**src/rtl/memory_access_if.sv**
```systemverilog
`timescale 1ns/1ps
// Data-bus port of the memory stage: one request at a time, held stable until
// the slave answers with mem_ready.
interface memory_access_if;
    logic        mem_req;
    logic        mem_we;
    logic [31:0] mem_addr;
    logic [31:0] mem_wdata;
    logic [3:0]  mem_wstrb;
    logic        mem_ready;
    logic [31:0] mem_rdata;

    modport master (
        output mem_req,
        output mem_we,
        output mem_addr,
        output mem_wdata,
        output mem_wstrb,
        input  mem_ready,
        input  mem_rdata
    );

    modport slave (
        input  mem_req,
        input  mem_we,
        input  mem_addr,
        input  mem_wdata,
        input  mem_wstrb,
        output mem_ready,
        output mem_rdata
    );
endinterface

```
**src/rtl/memory_access.sv**
```systemverilog
`timescale 1ns/1ps
// RV32 memory stage: holds one instruction from execute, runs its load/store on
// the data bus, and hands an aligned, registered result bundle to writeback.
module memory_access (
    input  logic                  clk,
    input  logic                  reset_n,
    input  logic [31:0]           pc_in,
    input  logic [31:0]           next_pc_in,
    input  logic [31:0]           alu_data_in,
    input  logic [31:0]           store_data_in,
    input  logic [31:0]           csr_data_in,
    input  logic                  load_in,
    input  logic                  store_in,
    input  logic [1:0]            size_in,
    input  logic                  signed_in,
    input  logic [1:0]            write_select_in,
    input  logic [4:0]            rd_address_in,
    input  logic [11:0]           csr_address_in,
    input  logic                  mret_in,
    input  logic                  wfi_in,
    input  logic                  valid_in,
    input  logic                  exception_in,
    input  logic [3:0]            ecause_in,
    input  logic                  flush_in,
    memory_access_if.master       mem,
    output logic                  busy_out,
    output logic [31:0]           pc_out,
    output logic [31:0]           next_pc_out,
    output logic [31:0]           alu_data_out,
    output logic [31:0]           csr_data_out,
    output logic [31:0]           load_data_out,
    output logic [1:0]            write_select_out,
    output logic [4:0]            rd_address_out,
    output logic [11:0]           csr_address_out,
    output logic                  mret_out,
    output logic                  wfi_out,
    output logic                  valid_out,
    output logic                  exception_out,
    output logic [3:0]            ecause_out
);

    typedef enum logic {S_IDLE, S_WAIT} state_t;

    localparam logic [3:0] CAUSE_LOAD_MISALIGN  = 4'd4;
    localparam logic [3:0] CAUSE_STORE_MISALIGN = 4'd6;

    function automatic logic [31:0] store_lanes(input logic [1:0] size, input logic [31:0] d);
        logic [31:0] w;
        case (size)
            2'd0:    w = {4{d[7:0]}};
            2'd1:    w = {2{d[15:0]}};
            default: w = d;
        endcase
        return w;
    endfunction

    function automatic logic [3:0] store_strobes(input logic [1:0] size, input logic [1:0] a);
        logic [3:0] s;
        case (size)
            2'd0:    s = 4'b0001 << a;
            2'd1:    s = a[1] ? 4'b1100 : 4'b0011;
            default: s = 4'b1111;
        endcase
        return s;
    endfunction

    function automatic logic [31:0] align_load(input logic [31:0] rdata, input logic [1:0] a,
                                               input logic [1:0] size, input logic sgn);
        logic [31:0] s;
        logic [31:0] r;
        s = rdata >> {a, 3'b000};
        case (size)
            2'd0:    r = sgn ? {{24{s[7]}}, s[7:0]}   : {24'd0, s[7:0]};
            2'd1:    r = sgn ? {{16{s[15]}}, s[15:0]} : {16'd0, s[15:0]};
            default: r = s;
        endcase
        return r;
    endfunction

    // ---- stage register R (_p0) ----
    logic [31:0] pc_p0, next_pc_p0, alu_p0, store_data_p0, csr_data_p0;
    logic        load_p0, store_p0, signed_p0, mret_p0, wfi_p0, exception_p0;
    logic [1:0]  size_p0, write_select_p0;
    logic [4:0]  rd_address_p0;
    logic [11:0] csr_address_p0;
    logic [3:0]  ecause_p0;
    logic        vld_p0;

    logic        misaligned;
    logic        mem_op;
    logic        access_needed;
    logic        complete;
    logic        exc_nxt;
    logic [3:0]  cause_nxt;
    logic        req;
    state_t      state, state_nxt;

    always_ff @(posedge clk or negedge reset_n) begin
        if (!reset_n) begin
            vld_p0 <= 1'b0;
        end else if (!busy_out) begin
            vld_p0 <= valid_in & ~flush_in;
        end
    end

    always_ff @(posedge clk) begin
        if (!busy_out) begin
            pc_p0           <= pc_in;
            next_pc_p0      <= next_pc_in;
            alu_p0          <= alu_data_in;
            store_data_p0   <= store_data_in;
            csr_data_p0     <= csr_data_in;
            load_p0         <= load_in;
            store_p0        <= store_in;
            size_p0         <= size_in;
            signed_p0       <= signed_in;
            write_select_p0 <= write_select_in;
            rd_address_p0   <= rd_address_in;
            csr_address_p0  <= csr_address_in;
            mret_p0         <= mret_in;
            wfi_p0          <= wfi_in;
            exception_p0    <= exception_in;
            ecause_p0       <= ecause_in;
        end
    end

    always_comb begin
        misaligned = 1'b0;
        case (size_p0)
            2'd1:    misaligned = alu_p0[0];
            2'd2,
            2'd3:    misaligned = |alu_p0[1:0];
            default: misaligned = 1'b0;
        endcase
    end

    assign mem_op        = load_p0 | store_p0;
    assign access_needed = vld_p0 & mem_op & ~exception_p0 & ~misaligned;
    assign busy_out      = access_needed & ~mem.mem_ready & ~flush_in;
    assign complete      = vld_p0 & (~access_needed | mem.mem_ready) & ~flush_in;

    // An earlier-stage exception outranks a misalignment found here.
    assign exc_nxt   = exception_p0 | (mem_op & misaligned);
    assign cause_nxt = exception_p0 ? ecause_p0 :
                       (mem_op & misaligned) ? (load_p0 ? CAUSE_LOAD_MISALIGN : CAUSE_STORE_MISALIGN) :
                       ecause_p0;

    // ---- bus FSM ----
    always_ff @(posedge clk or negedge reset_n) begin
        if (!reset_n) begin
            state <= S_IDLE;
        end else begin
            state <= state_nxt;
        end
    end

    always_comb begin
        state_nxt = state;
        req       = 1'b0;
        case (state)
            S_IDLE: begin
                if (access_needed && !flush_in) begin
                    req = 1'b1;
                    if (!mem.mem_ready) state_nxt = S_WAIT;
                end
            end
            S_WAIT: begin
                // A flushed request is simply dropped; nothing commits without mem_ready.
                if (flush_in) begin
                    state_nxt = S_IDLE;
                end else begin
                    req = access_needed;
                    if (mem.mem_ready || !access_needed) state_nxt = S_IDLE;
                end
            end
            default: state_nxt = S_IDLE;
        endcase
    end

    assign mem.mem_req   = req;
    assign mem.mem_we    = req & store_p0;
    assign mem.mem_addr  = {alu_p0[31:2], 2'b00};
    assign mem.mem_wdata = store_lanes(size_p0, store_data_p0);
    assign mem.mem_wstrb = (req & store_p0) ? store_strobes(size_p0, alu_p0[1:0]) : 4'b0000;

    // ---- writeback register W (_p1) ----
    logic [31:0] pc_p1, next_pc_p1, alu_p1, csr_data_p1, load_data_p1;
    logic [1:0]  write_select_p1;
    logic [4:0]  rd_address_p1;
    logic [11:0] csr_address_p1;
    logic        mret_p1, wfi_p1, exception_p1, vld_p1;
    logic [3:0]  ecause_p1;

    always_ff @(posedge clk or negedge reset_n) begin
        if (!reset_n) begin
            pc_p1           <= '0;
            next_pc_p1      <= '0;
            alu_p1          <= '0;
            csr_data_p1     <= '0;
            load_data_p1    <= '0;
            write_select_p1 <= '0;
            rd_address_p1   <= '0;
            csr_address_p1  <= '0;
            mret_p1         <= 1'b0;
            wfi_p1          <= 1'b0;
            exception_p1    <= 1'b0;
            ecause_p1       <= '0;
            vld_p1          <= 1'b0;
        end else if (complete) begin
            pc_p1           <= pc_p0;
            next_pc_p1      <= next_pc_p0;
            alu_p1          <= alu_p0;
            csr_data_p1     <= csr_data_p0;
            load_data_p1    <= (load_p0 & access_needed) ?
                               align_load(mem.mem_rdata, alu_p0[1:0], size_p0, signed_p0) : 32'd0;
            write_select_p1 <= write_select_p0;
            rd_address_p1   <= rd_address_p0;
            csr_address_p1  <= csr_address_p0;
            mret_p1         <= mret_p0;
            wfi_p1          <= wfi_p0;
            exception_p1    <= exc_nxt;
            ecause_p1       <= cause_nxt;
            vld_p1          <= 1'b1;
        end else begin
            load_data_p1    <= '0;
            rd_address_p1   <= '0;
            mret_p1         <= 1'b0;
            wfi_p1          <= 1'b0;
            exception_p1    <= 1'b0;
            ecause_p1       <= '0;
            vld_p1          <= 1'b0;
        end
    end

    assign pc_out           = pc_p1;
    assign next_pc_out      = next_pc_p1;
    assign alu_data_out     = alu_p1;
    assign csr_data_out     = csr_data_p1;
    assign load_data_out    = load_data_p1;
    assign write_select_out = write_select_p1;
    assign rd_address_out   = rd_address_p1;
    assign csr_address_out  = csr_address_p1;
    assign mret_out         = mret_p1;
    assign wfi_out          = wfi_p1;
    assign exception_out    = exception_p1;
    assign ecause_out       = ecause_p1;
    assign valid_out        = vld_p1;

endmodule
```
**src/flat_wrapper.sv**
```systemverilog
// flat-port wrapper written by rule: the top's interface ports become plain ports
module memory_access_flat 
  (clk, reset_n, pc_in, next_pc_in, alu_data_in, store_data_in, csr_data_in, load_in, store_in, size_in, signed_in, write_select_in, rd_address_in, csr_address_in, mret_in, wfi_in, valid_in, exception_in, ecause_in, flush_in, busy_out, pc_out, next_pc_out, alu_data_out, csr_data_out, load_data_out, write_select_out, rd_address_out, csr_address_out, mret_out, wfi_out, valid_out, exception_out, ecause_out, mem_mem_req, mem_mem_we, mem_mem_addr, mem_mem_wdata, mem_mem_wstrb, mem_mem_ready, mem_mem_rdata);
  memory_access_if mem_i ();
  input  logic clk;
  input  logic reset_n;
  input  logic [31:0] pc_in;
  input  logic [31:0] next_pc_in;
  input  logic [31:0] alu_data_in;
  input  logic [31:0] store_data_in;
  input  logic [31:0] csr_data_in;
  input  logic load_in;
  input  logic store_in;
  input  logic [1:0] size_in;
  input  logic signed_in;
  input  logic [1:0] write_select_in;
  input  logic [4:0] rd_address_in;
  input  logic [11:0] csr_address_in;
  input  logic mret_in;
  input  logic wfi_in;
  input  logic valid_in;
  input  logic exception_in;
  input  logic [3:0] ecause_in;
  input  logic flush_in;
  output logic busy_out;
  output logic [31:0] pc_out;
  output logic [31:0] next_pc_out;
  output logic [31:0] alu_data_out;
  output logic [31:0] csr_data_out;
  output logic [31:0] load_data_out;
  output logic [1:0] write_select_out;
  output logic [4:0] rd_address_out;
  output logic [11:0] csr_address_out;
  output logic mret_out;
  output logic wfi_out;
  output logic valid_out;
  output logic exception_out;
  output logic [3:0] ecause_out;
  output wire logic [$bits(mem_i.mem_req)-1:0] mem_mem_req;
  output wire logic [$bits(mem_i.mem_we)-1:0] mem_mem_we;
  output wire logic [$bits(mem_i.mem_addr)-1:0] mem_mem_addr;
  output wire logic [$bits(mem_i.mem_wdata)-1:0] mem_mem_wdata;
  output wire logic [$bits(mem_i.mem_wstrb)-1:0] mem_mem_wstrb;
  input wire logic [$bits(mem_i.mem_ready)-1:0] mem_mem_ready;
  input wire logic [$bits(mem_i.mem_rdata)-1:0] mem_mem_rdata;
  assign mem_mem_req = mem_i.mem_req;
  assign mem_mem_we = mem_i.mem_we;
  assign mem_mem_addr = mem_i.mem_addr;
  assign mem_mem_wdata = mem_i.mem_wdata;
  assign mem_mem_wstrb = mem_i.mem_wstrb;
  assign mem_i.mem_ready = mem_mem_ready;
  assign mem_i.mem_rdata = mem_mem_rdata;
  memory_access u_core (.clk(clk), .reset_n(reset_n), .pc_in(pc_in), .next_pc_in(next_pc_in), .alu_data_in(alu_data_in), .store_data_in(store_data_in), .csr_data_in(csr_data_in), .load_in(load_in), .store_in(store_in), .size_in(size_in), .signed_in(signed_in), .write_select_in(write_select_in), .rd_address_in(rd_address_in), .csr_address_in(csr_address_in), .mret_in(mret_in), .wfi_in(wfi_in), .valid_in(valid_in), .exception_in(exception_in), .ecause_in(ecause_in), .flush_in(flush_in), .mem(mem_i), .busy_out(busy_out), .pc_out(pc_out), .next_pc_out(next_pc_out), .alu_data_out(alu_data_out), .csr_data_out(csr_data_out), .load_data_out(load_data_out), .write_select_out(write_select_out), .rd_address_out(rd_address_out), .csr_address_out(csr_address_out), .mret_out(mret_out), .wfi_out(wfi_out), .valid_out(valid_out), .exception_out(exception_out), .ecause_out(ecause_out));
endmodule
```
**config.mk**
```make
export PLATFORM = sky130hd
export DESIGN_NAME = memory_access_flat
export DESIGN_NICKNAME = d
export VERILOG_FILES = /design/src/rtl/memory_access_if.sv /design/src/rtl/memory_access.sv /design/src/flat_wrapper.sv
export SDC_FILE = /design/constraint.sdc
export NUM_CORES = 1
export LEC_CHECK = 0
export CORE_AREA = 2 2 189 191
export DETAILED_ROUTE_END_ITERATION = 10
export DIE_AREA = 0 0 191 193
export HOLD_SLACK_MARGIN = 0.15
export PLACE_DENSITY = 0.82
export RECOVER_POWER = 25
export REMOVE_ABC_BUFFERS = 1
export SLEW_MARGIN = 5
export SYNTH_ARGS = -nofsm -noshare
export SYNTH_HDL_FRONTEND = slang
export SYNTH_SLANG_ARGS = --single-unit
```
**constraint.sdc**
```tcl
create_clock -name clk -period 9.87 [get_ports clk]
set_input_delay 1.974 -clock clk [delete_from_list [all_inputs] [get_ports clk]]
set_output_delay 1.974 -clock clk [all_outputs]
set_load 0.05 [all_outputs]
```
; Word-level counts from Yosys, hierarchy flattened
; Index checks and enable logic that the tools add are counted.
[totals]
ff_bits = 380
in_bits = 228
out_inout_bits = 258
word_cells = 90
[classes]
eq_ne = 3
n_shift = 2
n_mux = 27
n_bitwise = 20
reduce_logical = 7
[ops]
columns = op, n
row1 = $mux W32, 4
row2 = $pmux W32 S2, 2
row3 = $shr A32 B5 Y32, 1
row4 = $mux W4, 5
row5 = $and A1 B1 Y1, 11
row6 = $mux W1, 10
row7 = $pmux W4 S2, 1
row8 = $not A1 Y1, 6
row9 = $pmux W1 S2, 3
row10 = $mux W5, 1
row11 = $eq A2 B2 Y1 const B, 2
row12 = $reduce_or A2 Y1, 2
row13 = $shl A1 B2 Y4 const A, 1
row14 = $or A1 B1 Y1, 3
row15 = $eq A2 B1 Y1 const B, 1
row16 = $logic_not A1 Y1, 2
row17 = $logic_not A2 Y1, 1
row18 = $mux W2, 1
row19 = $logic_and A1 B1 Y1, 1
row20 = $logic_or A1 B1 Y1, 1

; Longest topological paths before layout
; Gate-level depths: netlist of the first run.
[logic_depth]
depth_word = 10
depth_mapped = 7
depth_no_buf = 4

; Worst setup path after synthesis of the first run
; Ideal clock, no wire load.
[synth_timing]
kind = input to output
startpoint = in flush_in
endpoint = out busy_out
t_arrival_ps = 9028
required_time_ps = 7896
slack_ps = -1132
stages = 3
path_buffers = 0
cell_sequence = nor2b_1 nand3_1 inv_1
[synth_between]
elab_chain_len = 2
[synth_rtl]
columns = item, line_no
row1 = "start, declared", flat_wrapper.sv:24  ; input logic flush_in;
row2 = $not A1 Y1, memory_access.sv:139  ; assign busy_out = access_needed & ~mem.mem_ready & ~flush_in;
row3 = $and A1 B1 Y1, memory_access.sv:139
row4 = "end, declared", flat_wrapper.sv:25  ; output logic busy_out;
; Every way passes these cells.

; Worst setup path in the final report of the first run
[layout_timing]
startpoint = in flush_in
endpoint = out mem_mem_wstrb[3]
[layout_between]
elab_chain_len = 6
word_cells_on_any_way = 7
classes_between = 4 x mux / 1 x bitwise / 2 x reduce/logical
[layout_rtl]
columns = item, line_no
row1 = $logic_not A1 Y1, memory_access.sv:162  ; if (access_needed && !flush_in) begin
row2 = $logic_and A1 B1 Y1, memory_access.sv:162
row3 = $mux W1, memory_access.sv:162
row4 = $pmux W1 S2 (*), memory_access.sv:160  ; case (state)
row5 = $and A1 B1 Y1 (*), memory_access.sv:184  ; assign mem.mem_wstrb = (req & store_p0) ? store_strobes(size_p0, alu_p0[1:0]) : 4'b0000;
row6 = $mux W4 (*), memory_access.sv:184
row7 = "end, declared", flat_wrapper.sv:43  ; output wire logic [$bits(mem_i.mem_wstrb)-1:0] mem_mem_wstrb;
; Mark *: on every way between the ends. The rest lies on a longest branch, timed or not.

==> results of run 1 <==
==> Yosys cell counts (3+ instances only) <==
library cell               count  share of area [%]
sky130_fd_sc_hd__edfxtp_1    191                 42
sky130_fd_sc_hd__dfrtp_1     188                 34
sky130_fd_sc_hd__mux2_1      112                9.1
sky130_fd_sc_hd__mux2_2       59                4.8
sky130_fd_sc_hd__buf_4        53                2.9
sky130_fd_sc_hd__a21oi_1      31                1.1
sky130_fd_sc_hd__nand2_1      29               0.79
sky130_fd_sc_hd__nor2_1       25               0.68
sky130_fd_sc_hd__mux2i_1      18                1.3
sky130_fd_sc_hd__o21ai_0      13               0.47
sky130_fd_sc_hd__and2_1       10               0.45
sky130_fd_sc_hd__clkbuf_1      9               0.24
sky130_fd_sc_hd__a211oi_1      8               0.44
sky130_fd_sc_hd__a22oi_1       7               0.38
sky130_fd_sc_hd__buf_2         6               0.22
sky130_fd_sc_hd__inv_1         5               0.14
sky130_fd_sc_hd__nor2b_1       4               0.18
sky130_fd_sc_hd__buf_1         3              0.082
sky130_fd_sc_hd__nand3_1       3               0.11
==> cell type report <==
type | instances | area, um^2 | share of cell area [%]
Sequential cell | 379 | 10440 | 51.76
Timing Repair Buffer | 492 | 4908 | 24.33
Inverter | 7 | 26.28 | 0.1303
Tap cell | 461 | 576.8 | 2.859
Clock inverter | 21 | 197.7 | 0.9800
Multi-Input combinational cell | 333 | 2867 | 14.21
Antenna cell | 9 | 22.52 | 0.1116
Clock buffer | 51 | 1134 | 5.620
==> worst min-delay path by stage <==
stage / end / depth (start not counted)
2_1_floorplan: u_core.ecause_out[0]$_DFF_PN0_ / 1
3_3_place_gp: u_core.mret_out$_DFF_PN0_ / 1
3_5_place_dp: u_core.csr_data_out[2]$_DFFE_PN0P_ / 1
4_1_cts: u_core.csr_address_out[1]$_DFFE_PN0P_ / 1
5_1_grt: u_core.next_pc_out[2]$_DFFE_PN0P_ / 1
6_report: u_core.csr_data_out[8]$_DFFE_PN0P_ / 1
==> kinds of logic (layout without fill, tap and decap cells) <==
| group | after synthesis | in the layout | share of synthesized area, % |
|---|---|---|---|
| other cells | 1 | 11 | 0.02717 |
| mux | 189 | 189 | 15.26 |
| compound gates | 66 | 66 | 2.947 |
| buf+inv | 79 | 571 | 3.699 |
| flops | 379 | 379 | 75.65 |
| simple gates | 76 | 76 | 2.421 |
==> worst max-delay path: cells and delay by family <==
family          cells  cell delay [ns]
compound gates      1             0.19
buf+inv             2             1.29
simple gates        3             0.89
==> cells in the final DEF, fill, tap and decap left out, drive strengths merged, types with 3 or more instances in the layout <==
| master | synthesis | final |
|---|---|---|
| buf | 63 | 9 |
| a22oi | 7 | 7 |
| clkdlybuf4s50 | 0 | 292 |
| nand2 | 29 | 29 |
| clkbuf | 9 | 52 |
| dlygate4sd3 | 0 | 190 |
| nand3 | 3 | 3 |
| clkinv | 1 | 17 |
| a21oi | 31 | 31 |
| a211oi | 8 | 8 |
| mux2i | 18 | 18 |
| o21ai | 13 | 13 |
| nor2b | 4 | 4 |
| nor2 | 25 | 25 |
| diode | 0 | 9 |
| bufinv | 0 | 3 |
| dfrtp | 188 | 188 |
| and2 | 10 | 10 |
| mux2 | 171 | 171 |
| inv | 6 | 8 |
| edfxtp | 191 | 191 |
==> state kept, by name, indices dropped and copies added, names as in the netlist, 5 cells and up <==
register and cells:
u_core.load_data_out 32, u_core.next_pc_out 32, u_core.rd_address_p0 5, u_core.alu_p0 32
u_core.store_data_p0 32, u_core.csr_data_out 32, u_core.csr_address_p0 12, u_core.csr_address_out 12
u_core.csr_data_p0 32, u_core.next_pc_p0 32, u_core.pc_p0 32, u_core.pc_out 32
u_core.rd_address_out 5, u_core.alu_data_out 32
==> metal layers <==
metal	global-route usage, %	routed length [um]
met3	6.407	3258
met1	22.04	13250
met5	0	13
met4	6.470	1006
met2	31.98	17500
==> power groups by stage <==
stage	sequential, mW	combinational (mW)	clock [mW]
after CTS	1.93	1.15	1.54
after floorplan	2.44	0.175	0
after global placement	1.95	1.13	0
final	1.93	1.13	1.50
after global routing	1.95	1.17	1.60
after detailed placement	1.96	1.15	0
==> metrics by stage <==
stage / cells / hold WS [ns]
after floorplan: 719 / 0.4271
after global placement: 1672 / 0.4301
after detailed placement: 1672 / 0.4415
after CTS: 1744 / 0.4551
after global routing: 1750 / 0.4615
final: 1753 / 0.4511
==> metrics.txt, run 1 <==
# TYPE chip_impl_metric gauge
chip_impl_info{name="outcome",value="finished with violations"} 1
chip_impl_info{name="failed_checks",value="capacitance limit, slew limit"} 1
chip_impl_metric{name="cts_buffer_depth",unit=""} 3
chip_impl_metric{name="route.detailed.wl_per_inst",unit="um"} 19.98
chip_impl_metric{name="max_cap_violations",unit=""} 1
chip_impl_metric{name="global_route.overflow_total",unit=""} 0
chip_impl_info{name="min-delay-start",value="u_core.csr_data_p0[8]$_DFFE_PN_"} 1
chip_impl_info{name="cts-root-buf",value="sky130_fd_sc_hd__clkbuf_16"} 1
chip_impl_metric{name="yosysWarningCount",unit=""} 0
chip_impl_metric{name="min_period",unit="ns"} 6.320
chip_impl_metric{name="synth_edf_count",unit=""} 191
chip_impl_metric{name="routed-via-count",unit=""} 8390
chip_impl_metric{name="r2r_setup_slack",unit="ns"} 6.45
chip_impl_metric{name="postSynthAreaPerCell",unit="um^2"} 17.47
chip_impl_info{name="crit_end",value="mem_mem_wstrb[3]"} 1
chip_impl_metric{name="tritoncts.num_buffers",unit=""} 39
chip_impl_metric{name="clock_power_share",unit="%"} 32.9
chip_impl_metric{name="h_tree_levels",unit=""} 2
chip_impl_metric{name="fmaxAchievable",unit="MHz"} 158.2
chip_impl_metric{name="synthesis.instances",unit=""} 790
chip_impl_metric{name="post_drt_via_cell_ratio",unit=""} 4.786
chip_impl_metric{name="layout-area-overhead-vs-synth",unit="%"} 46.16
chip_impl_metric{name="dieArea",unit="um^2"} 36860
chip_impl_metric{name="drc_errors",unit=""} 0
chip_impl_metric{name="drtIter0Drc",unit=""} 313
chip_impl_metric{name="cell_area_after_technology_mapping",unit="um^2"} 13800
chip_impl_metric{name="max_slew.worst_pin.slew",unit="ns"} 3.579
chip_impl_metric{name="switching_power",unit="mW"} 1.425
chip_impl_metric{name="timing_hold_violations_final",unit=""} 0
chip_impl_metric{name="antenna_found_initial",unit=""} 7
chip_impl_metric{name="postLayoutCellArea",unit="um^2"} 20170
chip_impl_metric{name="num_io_pins",unit=""} 486
chip_impl_metric{name="port-buffer-count",unit=""} 483
chip_impl_metric{name="post_cts_resize_count",unit=""} 0
chip_impl_metric{name="final-setup-viol-count",unit=""} 0
chip_impl_metric{name="post_cts_repair_setup_buffers",unit=""} 0
chip_impl_metric{name="crit_arrival",unit="ns"} 4.35
chip_impl_metric{name="core_outline_area",unit="um^2"} 34960
chip_impl_metric{name="summed_negative_setup_slack_over_all_endpoints",unit="ns"} 0
chip_impl_metric{name="post_synth_num_cell_types",unit=""} 32
chip_impl_metric{name="cts.clk_slew.worst_paths",unit="ns"} 0.06
chip_impl_metric{name="netSwitchingFraction",unit="%"} 31.26
chip_impl_metric{name="die_h",unit="um"} 193
chip_impl_metric{name="starting_density",unit="%"} 39.47
chip_impl_metric{name="clk-insertion-delay-late",unit="ns"} 0.53
chip_impl_metric{name="required",unit="ns"} 7.90
chip_impl_metric{name="core.rowCount",unit=""} 69
chip_impl_info{name="critical_path_class",value="in2out"} 1
chip_impl_metric{name="worst_clk_skew",unit="ns"} 0.01068
chip_impl_info{name="startpoint_type",value="input port"} 1
chip_impl_info{name="tritoncts",value="built"} 1
chip_impl_info{name="r2r-end",value="u_core.csr_data_p0[17]$_DFFE_PN_"} 1
chip_impl_info{name="synthFlopType",value="sky130_fd_sc_hd__edfxtp_1"} 1
chip_impl_metric{name="ys_async_sr_fraction",unit="%"} 49.60
chip_impl_metric{name="gr-usage-all-layers",unit="%"} 18.69
chip_impl_metric{name="max_stage_delay",unit="ns"} 0.82
chip_impl_metric{name="fin_util",unit="%"} 57.69
chip_impl_metric{name="final_critical_path_setup_slack",unit="ns"} 3.550
chip_impl_metric{name="preCtsSetupSlack",unit="ns"} 3.564
chip_impl_metric{name="layout-drive-gt1-share",unit="%"} 10.60
chip_impl_metric{name="nNetsFinal",unit=""} 1480
chip_impl_metric{name="dpl-instance-area",unit="um^2"} 18830
chip_impl_info{name="min-delay-path-class",value="reg2reg"} 1
chip_impl_metric{name="floorplan.die.width",unit="um"} 191
chip_impl_metric{name="grt_pass1_wl",unit="mm"} 52.49
chip_impl_metric{name="place_hpwl",unit="mm"} 24.34
chip_impl_metric{name="ys_ff_latch",unit=""} 379
chip_impl_metric{name="drt_pass1_iterations",unit=""} 5
chip_impl_metric{name="total_leakage_power",unit="nW"} 8.070
chip_impl_metric{name="gp_congestion",unit=""} 0.8513
chip_impl_info{name="launching_instance_or_port_of_the_critical_path",value="flush_in"} 1
chip_impl_metric{name="fill_cell_instance_count_of_the_final_layout",unit=""} 2667
chip_impl_metric{name="antenna_left",unit=""} 0
chip_impl_metric{name="wirelength",unit="mm"} 35.03
chip_impl_metric{name="final_max_slew_violation_count",unit=""} 66
chip_impl_info{name="crit_slowest_cell",value="sky130_fd_sc_hd__clkdlybuf4s50_1"} 1
chip_impl_metric{name="maxSlewHeadroom",unit="%"} -138.6
chip_impl_metric{name="path_max_fanout",unit=""} 5
chip_impl_metric{name="synth.yosys.seq_area_share",unit="%"} 75.65
chip_impl_metric{name="power.density",unit="nW/um^2"} 226.0
chip_impl_metric{name="cts.sink_count",unit=""} 379
chip_impl_info{name="cp-end-kind",value="output port"} 1
chip_impl_metric{name="timing.final.crit_share",unit="%"} 64.03
chip_impl_metric{name="grt_start_max_net_pins",unit=""} 149
chip_impl_metric{name="total_power",unit="mW"} 4.560
chip_impl_metric{name="power.internal",unit="mW"} 3.134
chip_impl_info{name="critical_path.reg2reg.startpoint",value="u_core.size_p0[0]$_DFFE_PN_"} 1
chip_impl_metric{name="max-vdd-ir-drop",unit="V"} 0.0002281
chip_impl_info{name="crit_chain",value="clkdlybuf4s50_1, nor2b_1, nor2b_1, nand3_1, a21oi_1, clkdlybuf4s50_1"} 1
chip_impl_metric{name="rr_worst_depth",unit=""} 5
chip_impl_metric{name="hold_buffers",unit=""} 0
chip_impl_metric{name="share_comb_of_total_power",unit="%"} 24.7
chip_impl_info{name="grt_setup_unrepaired",value="no"} 1
chip_impl_metric{name="sequentialPowerShare",unit="%"} 42.4
chip_impl_metric{name="grt_pass1_vias",unit=""} 9027
Note: power is estimated with default switching activity, not from simulation.
==> run 2: changes to the inputs <==
Clock period 9.87 ns to 6.6 ns, I/O delays scaled along.
==> metrics.txt, run 2 (same netlist as run 1, synthesis figures left out) <==
# TYPE chip_impl_metric gauge
chip_impl_metric{name="dieArea",unit="um^2"} 36860
chip_impl_metric{name="antenna_left",unit=""} 0
chip_impl_metric{name="starting_density",unit="%"} 39.47
chip_impl_metric{name="final_critical_path_setup_slack",unit="ns"} 1.528
chip_impl_metric{name="cts.clk_slew.worst_paths",unit="ns"} 0.06
chip_impl_metric{name="switching_power",unit="mW"} 2.148
chip_impl_info{name="critical_path_class",value="in2out"} 1
chip_impl_metric{name="maxSlewHeadroom",unit="%"} -170.4
chip_impl_info{name="crit_slowest_cell",value="sky130_fd_sc_hd__clkdlybuf4s50_1"} 1
chip_impl_metric{name="total_leakage_power",unit="nW"} 8.079
chip_impl_metric{name="floorplan.die.width",unit="um"} 191
chip_impl_metric{name="dp.cells",unit=""} 1670
chip_impl_info{name="mostFrequentLayoutCells",value="300 x sky130_fd_sc_hd__clkdlybuf4s50_1, 191 x sky130_fd_sc_hd__edfxtp_1, 188 x sky130_fd_sc_hd__dfrtp_1"} 1
chip_impl_metric{name="power.density",unit="nW/um^2"} 341.5
chip_impl_metric{name="sequentialPowerShare",unit="%"} 41.9
chip_impl_metric{name="die_h",unit="um"} 193
chip_impl_metric{name="total_power",unit="mW"} 6.908
chip_impl_metric{name="summed_negative_setup_slack_over_all_endpoints",unit="ns"} 0
chip_impl_metric{name="power.internal",unit="mW"} 4.760
chip_impl_metric{name="max_cap_violations",unit=""} 1
chip_impl_metric{name="routed-via-count",unit=""} 8325
chip_impl_metric{name="timing.final.crit_share",unit="%"} 76.84
chip_impl_metric{name="gr-usage-all-layers",unit="%"} 18.67
chip_impl_metric{name="clock_power_share",unit="%"} 33.7
chip_impl_metric{name="grt_pass1_wl",unit="mm"} 51.92
chip_impl_metric{name="required",unit="ns"} 5.28
chip_impl_info{name="outcome",value="finished with violations"} 1
chip_impl_metric{name="global_route.overflow_total",unit=""} 0
chip_impl_info{name="tritoncts",value="built"} 1
chip_impl_metric{name="grt_start_max_net_pins",unit=""} 149
chip_impl_info{name="cts-root-buf",value="sky130_fd_sc_hd__clkbuf_16"} 1
chip_impl_info{name="min-delay-path-class",value="reg2reg"} 1
chip_impl_metric{name="drc_errors",unit=""} 0
chip_impl_metric{name="wirelength",unit="mm"} 35.20
chip_impl_metric{name="antenna_found_initial",unit=""} 12
chip_impl_metric{name="nNetsFinal",unit=""} 1479
chip_impl_metric{name="post_cts_repair_setup_buffers",unit=""} 0
chip_impl_metric{name="crit_arrival",unit="ns"} 3.75
chip_impl_metric{name="timing_hold_violations_final",unit=""} 0
chip_impl_metric{name="max_stage_delay",unit="ns"} 0.82
chip_impl_metric{name="final_max_slew_violation_count",unit=""} 72
chip_impl_info{name="failed_checks",value="capacitance limit, slew limit"} 1
chip_impl_metric{name="netSwitchingFraction",unit="%"} 31.10
chip_impl_info{name="crit_chain",value="clkdlybuf4s50_1, nor2b_1, nor2b_1, nand3_1, a21oi_1, clkdlybuf4s50_1"} 1
chip_impl_info{name="startpoint_type",value="input port"} 1
chip_impl_metric{name="max_slew.worst_pin.slew",unit="ns"} 4.057
chip_impl_metric{name="post_drt_via_cell_ratio",unit=""} 4.749
chip_impl_info{name="layout_commonest_cell",value="sky130_fd_sc_hd__clkdlybuf4s50_1"} 1
chip_impl_metric{name="worst_clk_skew",unit="ns"} 0.01927
chip_impl_metric{name="core.rowCount",unit=""} 69
chip_impl_metric{name="core_outline_area",unit="um^2"} 34960
chip_impl_metric{name="finalHoldWorstSlack",unit="ns"} 0.4473
chip_impl_metric{name="num_io_pins",unit=""} 486
chip_impl_metric{name="layout-area-overhead-vs-synth",unit="%"} 46.59
chip_impl_metric{name="cts_buffer_depth",unit=""} 3
chip_impl_metric{name="drtIter0Drc",unit=""} 326
chip_impl_info{name="cp-end-kind",value="output port"} 1
chip_impl_metric{name="hold_buffers",unit=""} 0
chip_impl_metric{name="layout-drive-gt1-share",unit="%"} 10.52
chip_impl_metric{name="non_filler_instance_count_after_layout",unit=""} 1753
chip_impl_metric{name="path_max_fanout",unit=""} 5
chip_impl_metric{name="share_comb_of_total_power",unit="%"} 24.4
chip_impl_metric{name="drt_pass1_iterations",unit=""} 5
chip_impl_metric{name="tritoncts.num_buffers",unit=""} 40
chip_impl_metric{name="final-setup-viol-count",unit=""} 0
chip_impl_metric{name="clk-insertion-delay-late",unit="ns"} 0.54
chip_impl_metric{name="post_cts_resize_count",unit=""} 0
chip_impl_metric{name="cts.sink_count",unit=""} 379
chip_impl_metric{name="gp_congestion",unit=""} 0.8656
chip_impl_metric{name="min_period",unit="ns"} 5.072
chip_impl_metric{name="h_tree_levels",unit=""} 2
chip_impl_metric{name="fmaxAchievable",unit="MHz"} 197.2
chip_impl_metric{name="grt_pass1_vias",unit=""} 9033
chip_impl_metric{name="place_hpwl",unit="mm"} 24.17
chip_impl_metric{name="max-vdd-ir-drop",unit="V"} 0.0003543
chip_impl_metric{name="port-buffer-count",unit=""} 483
chip_impl_info{name="grt_setup_unrepaired",value="no"} 1
chip_impl_metric{name="preCtsSetupSlack",unit="ns"} 1.562
chip_impl_metric{name="route.detailed.wl_per_inst",unit="um"} 20.08
==> run 2: cell types whose count changed in the layout (fill, tap and decap cells not counted), sizes merged <==
cell and delta:
clkinvlp +2, buf -2, clkbuf +2, dlygate4sd3 -8
bufinv +1, clkdlybuf4s50 +8, inv +1, clkinv -4
==> run 2: cell type report <==
class	count	area [um^2]
fillers	2654	14730
flip-flops and latches	379	10440
repair buffers	490	4906
multi-input cells	333	2867
clock buffers	53	1164
well taps	461	576.8
clock inverters	21	229.0
inverters	7	26.28
diodes	9	22.52
==> run 2: worst paths after layout <==
kind                                                   start                                  to  slack (ns)  depth (start not counted)
setup reg to reg                  u_core.alu_p0[1]$_DFFE_PN_          u_core.pc_p0[24]$_DFFE_PN_        2.18                          6
hold / removal             u_core.rd_address_p0[2]$_DFFE_PN_  u_core.rd_address_out[2]$_DFF_PN0_        0.45                          1
max in group asynchronous                            reset_n  u_core.load_data_out[31]$_DFF_PN0_        2.09                          1
min in group asynchronous                            reset_n  u_core.next_pc_out[13]$_DFFE_PN0P_        2.18                          1
setup / recovery                                    flush_in                    mem_mem_wstrb[3]        1.53                          6
hold reg to reg            u_core.rd_address_p0[2]$_DFFE_PN_  u_core.rd_address_out[2]$_DFF_PN0_        0.45                          1
==> run 2: critical path: cells and delay by family <==
kind / cells / cell delay [ns]
compound gates: 1 / 0.18
simple gates: 3 / 0.98
buf+inv: 2 / 1.26
==> run 2: power by group through the flow <==
stage                     registers [mW]  logic [mW]  clock network (mW)
after floorplan                     3.65       0.261                   0
after global placement              2.91        1.69                   0
after detailed placement            2.93        1.71                   0
after CTS                           2.90        1.72                2.39
after global routing                2.92        1.75                2.48
final                               2.89        1.69                2.33
==> run 2: through the flow <==
stage / utilization (%) / area (um^2)
3_5_place_dp: 53.84 / 18830
4_1_cts: 57.82 / 20220
5_1_grt: 57.86 / 20230
2_1_floorplan: - / 13320
6_report: 57.86 / 20230
3_3_place_gp: 53.84 / 18830
==> run 2: per-layer routing <==
metal,share of wire [%],vias up,track usage (%)
li1,-,3755,-
met1,37,4131,21.40
met4,3.2,6,8.408
met3,8.7,70,6.371
met2,51,363,31.76
met5,0.099,-,0
